===== config.mk =====
export PLATFORM = sky130hd
export DESIGN_NAME = goldschmidt_iter_div
export DESIGN_NICKNAME = d
export VERILOG_FILES = /design/src/rtl/goldschmidt_pkg.sv /design/src/rtl/goldschmidt_mulstep.sv /design/src/rtl/goldschmidt_iter_div.sv
export SDC_FILE = /design/constraint.sdc
export NUM_CORES = 2
export LEC_CHECK = 0
export ABC_AREA = 1
export CAP_MARGIN = 20
export CELL_PAD_IN_SITES_DETAIL_PLACEMENT = 1
export CELL_PAD_IN_SITES_GLOBAL_PLACEMENT = 2
export CORE_MARGIN = 5
export CORE_UTILIZATION = 43
export DETAILED_ROUTE_END_ITERATION = 12
export PLACE_DENSITY_LB_ADDON = 0.1
export SYNTH_ARGS = -nofsm -noshare
export SYNTH_HDL_FRONTEND = slang
export SYNTH_SLANG_ARGS = --single-unit

===== constraint.sdc =====
create_clock -name clk -period 15.9 [get_ports clk]
set_input_delay 3.18 -clock clk [delete_from_list [all_inputs] [get_ports clk]]
set_output_delay 3.18 -clock clk [all_outputs]
set_load 0.02 [all_outputs]

===== src/rtl/goldschmidt_pkg.sv =====
// goldschmidt_pkg
//   Shared definitions for the Goldschmidt iterative divider:
//   - gs_state_t    : controller state encoding
//   - DEFAULT_WIDTH : default operand/result width (Q1.(WIDTH-1))
//   - DEFAULT_ITERS : default number of refinement iterations after the seed
//   - k0_pattern()  : bit pattern of the seed factor 1.5 in Q1.(width-1)
package goldschmidt_pkg;

    localparam int DEFAULT_WIDTH = 28;
    localparam int DEFAULT_ITERS = 5;

    typedef enum logic [2:0] {
        IDLE   = 3'd0,
        SEED_N = 3'd1,
        SEED_D = 3'd2,
        ITER_N = 3'd3,
        ITER_D = 3'd4,
        DONE   = 3'd5
    } gs_state_t;

    // 1.5 in Q1.(width-1) is 2'b11 followed by zeros.
    function automatic logic [63:0] k0_pattern(input int width);
        return 64'(3) << (width - 2);
    endfunction

endpackage


===== src/rtl/goldschmidt_mulstep.sv =====
// goldschmidt_mulstep
//   Combinational fixed-point multiply with rescale back to Q1.(WIDTH-1).
//   The full 2*WIDTH product is Q2.(2*WIDTH-2); keeping bits
//   [2*WIDTH-2 : WIDTH-1] drops the integer overflow bit and truncates the
//   low fraction bits (no rounding).
// Ports:
//   a, b : input  [WIDTH-1:0]  multiplicands, Q1.(WIDTH-1)
//   p    : output [WIDTH-1:0]  truncated product, Q1.(WIDTH-1)
module goldschmidt_mulstep #(
    parameter int WIDTH = 28
) (
    input  logic [WIDTH-1:0] a,
    input  logic [WIDTH-1:0] b,
    output logic [WIDTH-1:0] p
);

    logic [2*WIDTH-1:0] full;
    logic               unused_bits;

    assign full = {{WIDTH{1'b0}}, a} * {{WIDTH{1'b0}}, b};
    assign p    = full[2*WIDTH-2:WIDTH-1];

    // Discarded bits: the product's top bit and the truncated fraction.
    assign unused_bits = ^{full[2*WIDTH-1], full[WIDTH-2:0]};

endmodule


===== src/rtl/goldschmidt_iter_div.sv =====
// goldschmidt_iter_div
//   Iterative Goldschmidt divider, quotient = numerator / denominator, all
//   values Q1.(WIDTH-1). One multiplier is time-shared: each refinement step
//   spends one cycle on n = n*k and one on d = d*k, k = 2 - d.
//
//   Handshakes (valid/ready): a transfer happens on a rising clk edge where
//   valid and ready are both 1. The producer holds valid and data stable
//   until that edge; ready may be given without waiting for valid.
//   Input side : in_valid/in_ready, in_ready = 1 only in IDLE.
//   Output side: out_valid/out_ready, quotient/err held stable in DONE.
//
// Ports:
//   clk         : input              clock, rising edge
//   reset       : input              asynchronous active-low reset
//   in_valid    : input              operands valid
//   in_ready    : output             operands accepted this cycle
//   numerator   : input  [WIDTH-1:0] dividend, legal range [0, 1.0)
//   denominator : input  [WIDTH-1:0] divisor, legal range [0.5, 1.0)
//   out_valid   : output             quotient/err valid
//   out_ready   : input              consumer takes the result
//   quotient    : output [WIDTH-1:0] result, all ones on illegal operands
//   err         : output             operands were out of range
//   dbg_state   : output gs_state_t  current controller state
module goldschmidt_iter_div
    import goldschmidt_pkg::*;
#(
    parameter int               WIDTH = DEFAULT_WIDTH,
    parameter int               ITERS = DEFAULT_ITERS,
    parameter logic [WIDTH-1:0] K0    = WIDTH'(k0_pattern(WIDTH))
) (
    input  logic             clk,
    input  logic             reset,
    input  logic             in_valid,
    output logic             in_ready,
    input  logic [WIDTH-1:0] numerator,
    input  logic [WIDTH-1:0] denominator,
    output logic             out_valid,
    input  logic             out_ready,
    output logic [WIDTH-1:0] quotient,
    output logic             err,
    output gs_state_t        dbg_state
);

    localparam int               CW        = $clog2(ITERS + 1);
    localparam logic [CW-1:0]    ITER_LAST = CW'(ITERS - 1);

    gs_state_t        state;
    gs_state_t        state_nxt;
    logic [CW-1:0]    iter_cnt;
    logic [WIDTH-1:0] num_q;
    logic [WIDTH-1:0] den_q;
    logic [WIDTH-1:0] n_q;
    logic [WIDTH-1:0] d_q;
    logic [WIDTH-1:0] k_q;
    logic [WIDTH-1:0] quotient_q;
    logic             err_q;

    logic             accept;
    logic             operands_legal;
    logic             last_iter;
    logic [WIDTH-1:0] mul_a;
    logic [WIDTH-1:0] mul_b;
    logic [WIDTH-1:0] mul_p;
    logic [WIDTH-1:0] k_nxt;

    assign accept         = in_valid && (state == IDLE);
    assign operands_legal = (denominator[WIDTH-1:WIDTH-2] == 2'b01) && !numerator[WIDTH-1];
    assign last_iter      = (iter_cnt == ITER_LAST);

    // k = 2 - d: 2.0 is 2^WIDTH in this format, so the WIDTH-bit two's
    // complement negation of the freshly computed d gives it directly.
    assign k_nxt = ~mul_p + WIDTH'(1);

    // Operand select for the shared multiplier.
    always_comb begin
        mul_a = '0;
        mul_b = '0;
        case (state)
            SEED_N: begin mul_a = num_q; mul_b = K0;  end
            SEED_D: begin mul_a = den_q; mul_b = K0;  end
            ITER_N: begin mul_a = n_q;   mul_b = k_q; end
            ITER_D: begin mul_a = d_q;   mul_b = k_q; end
            default: ;
        endcase
    end

    goldschmidt_mulstep #(.WIDTH(WIDTH)) u_mulstep (
        .a (mul_a),
        .b (mul_b),
        .p (mul_p)
    );

    always_ff @(posedge clk or negedge reset) begin
        if (!reset) begin
            state <= IDLE;
        end else begin
            state <= state_nxt;
        end
    end

    always_comb begin
        state_nxt = state;
        case (state)
            IDLE:    if (accept) state_nxt = operands_legal ? SEED_N : DONE;
            SEED_N:  state_nxt = SEED_D;
            SEED_D:  state_nxt = ITER_N;
            ITER_N:  state_nxt = ITER_D;
            ITER_D:  state_nxt = last_iter ? DONE : ITER_N;
            DONE:    if (out_ready) state_nxt = IDLE;
            default: state_nxt = IDLE;
        endcase
    end

    always_ff @(posedge clk or negedge reset) begin
        if (!reset) begin
            iter_cnt   <= '0;
            num_q      <= '0;
            den_q      <= '0;
            n_q        <= '0;
            d_q        <= '0;
            k_q        <= '0;
            quotient_q <= '0;
            err_q      <= 1'b0;
        end else begin
            case (state)
                IDLE: begin
                    if (accept) begin
                        num_q    <= numerator;
                        den_q    <= denominator;
                        iter_cnt <= '0;
                        if (!operands_legal) begin
                            quotient_q <= '1;
                            err_q      <= 1'b1;
                        end
                    end
                end
                SEED_N: n_q <= mul_p;
                SEED_D: begin
                    d_q <= mul_p;
                    k_q <= k_nxt;
                end
                ITER_N: n_q <= mul_p;
                ITER_D: begin
                    d_q      <= mul_p;
                    k_q      <= k_nxt;
                    iter_cnt <= iter_cnt + CW'(1);
                    // n was finalised by the preceding ITER_N step.
                    if (last_iter) begin
                        quotient_q <= n_q;
                        err_q      <= 1'b0;
                    end
                end
                default: ;
            endcase
        end
    end

    assign in_ready  = (state == IDLE);
    assign out_valid = (state == DONE);
    assign quotient  = quotient_q;
    assign err       = err_q;
    assign dbg_state = state;

endmodule


==> metrics.txt <==
Reg2Reg Depth 38; area of the multi-input gates 0.0245 mm²; Period Utilization, post-route 73.8%; Slowest-stage cell, CP inv_1; ant diodes 0; post-route setup slack 4170 ps; Yosys reg bits 174; Horiz. Die Dim 289 µm; # fillers 9415; Top cell by count, worst path inv_1; Slew @ Worst Pin 1110 ps; antenna viol nets, final 0; top cell type by total area after synthesis fa_1; top cells by area, synth fa_1 40%, dfrtp_1 13%, inv_1 12%; final core occ a little under half; Syn Area/Cell 7.98 µm²; Hold Buf Count CTS 0; Critical Path AT 12050 ps; Layout area overhead 8.14%; Unique masters post-synth 50; RSZ-0062 raised after global routing no; CTS Buffer Depth 2; worst-skew pair later-pin latency 450 ps; Crit Path Category reg2reg; Gate Count Post-Synth approximately 4200; largest net degree at the start of global routing 106; clock sink total approximately 170; CP required between 15000 and 20000 ps; CTS tree done; top cells by count, synth 1048 x inv_1, 783 x nand2_1, 672 x fa_1; Ys Warns 0; Final Hold Fails 0; Post-CTS Setup Bufs 0; layout cells sized above 1 3.62%; I/O pin total 94; DP Wirelength 105 mm; initial antenna violation count 2; Row Count 102; Worst slew margin about a quarter; Worst Hold Depth 2; Tot GR Track Use between 30% and 40%; Resize count post-CTS 0; top cell type's share of synthesized area 40.3%; core footprint 0.0772 mm²; I/O Buffers just over 90; CTS buffer count 17; Max FO, Critical Path 27; GP Congestion 0.981; # nets final roughly 5000; Non-Filler Instances 5267; Setup Viol. Count Final 0; Top FF cell, synth dfrtp_1; global-route wire length before repair 194 mm; DR vias/cell 5.33; Tmin final 11730 ps; worst hold path type reg2reg; number of flops mapped to enable cells by yosys 0; clk slew on worst S/H paths 70 ps; grt ovf 0; H-tree lvl count 4; Die Height 289 µm; Max Slew Vio Count 0; Critical Path Sink Type register; Synth Net Count 5123; number of remaining DRC errors 0; Initial Util 43.3%; vias in the first global route roughly 31000; mapped cell area 0.0334 mm²; Fin Setup TNS 0 ps; DIE AREA 0.0834 mm²; 1st-pass router iterations 5; maxcap violations 0; asr flop ratio synth 100%; Fmax achieved 85.3 MHz; skew final approximately 14 ps; dpl ws 4330 ps; wirelength, routed 130 mm; status completed; Critical Path Start Type register; CP peak stage delay 790 ps; placed instance count 5235; DR vias between 20000 and 30000; count leader, synth inv_1; number of DRC markers in iteration 0 2039; drt wl/cell 24.6 µm; register area share after synthesis between 10% and 20%; Root Buffer clkbuf_16; Reg area ~0.0044 mm²
## cell usage in the layout, fill, tap and decap left out, drive strengths merged, types with 15 or more instances in the layout
master and n:
clkbuf 20, dfrtp 174, clkinv 25, fa 672, inv 1065, nand3 84, clkdlybuf4s50 92, o22ai 44
a22oi 26, nand2 799, nand4 17, o21ai 166, nor2 571, o211ai 15, a21oi 84, ha 204
nor3 24, buf 63
## metal layers
| layer | vias up | global-route usage, % | wire length [µm] |
|---|---|---|---|
| li1 | 12300 | - | - |
| met1 | 14600 | 43.1 | 54700 |
| met2 | 941 | 50.8 | 60100 |
| met3 | 217 | 6.84 | 9810 |
| met4 | 0 | 10.3 | 5090 |
| met5 | - | 0 | 0 |
## per-stage QoR
step                      hold slack, ps  cell area [µm²]
after CTS                            484            36100
after global placement               465            35600
after floorplan                      442            33400
after global routing                 514            36100
after detailed placement             467            35600
final                                479            36100
## cell type report
class	count	share of cell area, %
timing repair buffer	155	3.87
clock buffer	20	1.26
sequential	174	12.1
tap	1040	3.60
inverter	1079	11.2
multi-input combinational	2787	67.7
clock inverter	12	0.274
## worst max-delay path: cells and delay by family (launching register included)
family | cells | cell delay (ps)
adder cells (fa/ha/maj) | 9 | 4160
AND/OR/NAND/NOR | 18 | 3290
buffers and inverters | 9 | 2270
AO/OA/AOI/OAI | 2 | 1360
flip-flops | 1 | 500
## cell families (layout without fill, tap and decap cells)
group                      count (synthesis)  in the layout  synth area share [%]
buffers and inverters                   1226           1266                  13.8
xor gates and xnor gates                  17             17                 0.468
AOI/OAI and AO/OA                        383            383                  6.59
DFF                                      174            174                  13.0
adders and majority gates                876            876                  47.9
and+or+nand+nor                         1511           1511                  18.2
## registers in the layout, summed over array words and instances, names as in the netlist
register / count
err: 1
quotient: 28
n_q: 28
num_q: 28
den_q: 28
d_q: 28
dbg_state: 3
iter_cnt: 3
k_q: 27
## final timing paths
check	startpoint	to	slack [ps]
min reg2reg	k_q[1]	k_q[1]	480
max in group asynchronous	reset	num_q[9]	11180
min in group asynchronous	reset	quotient[19]	2690
max	dbg_state[2]	k_q[26]	4170
min	k_q[1]	k_q[1]	480
max reg2reg	dbg_state[2]	k_q[26]	4170
Power is left out: the tool's default activity adds up to more than one toggle a clock period on the data nets, which glitch-free logic cannot reach.
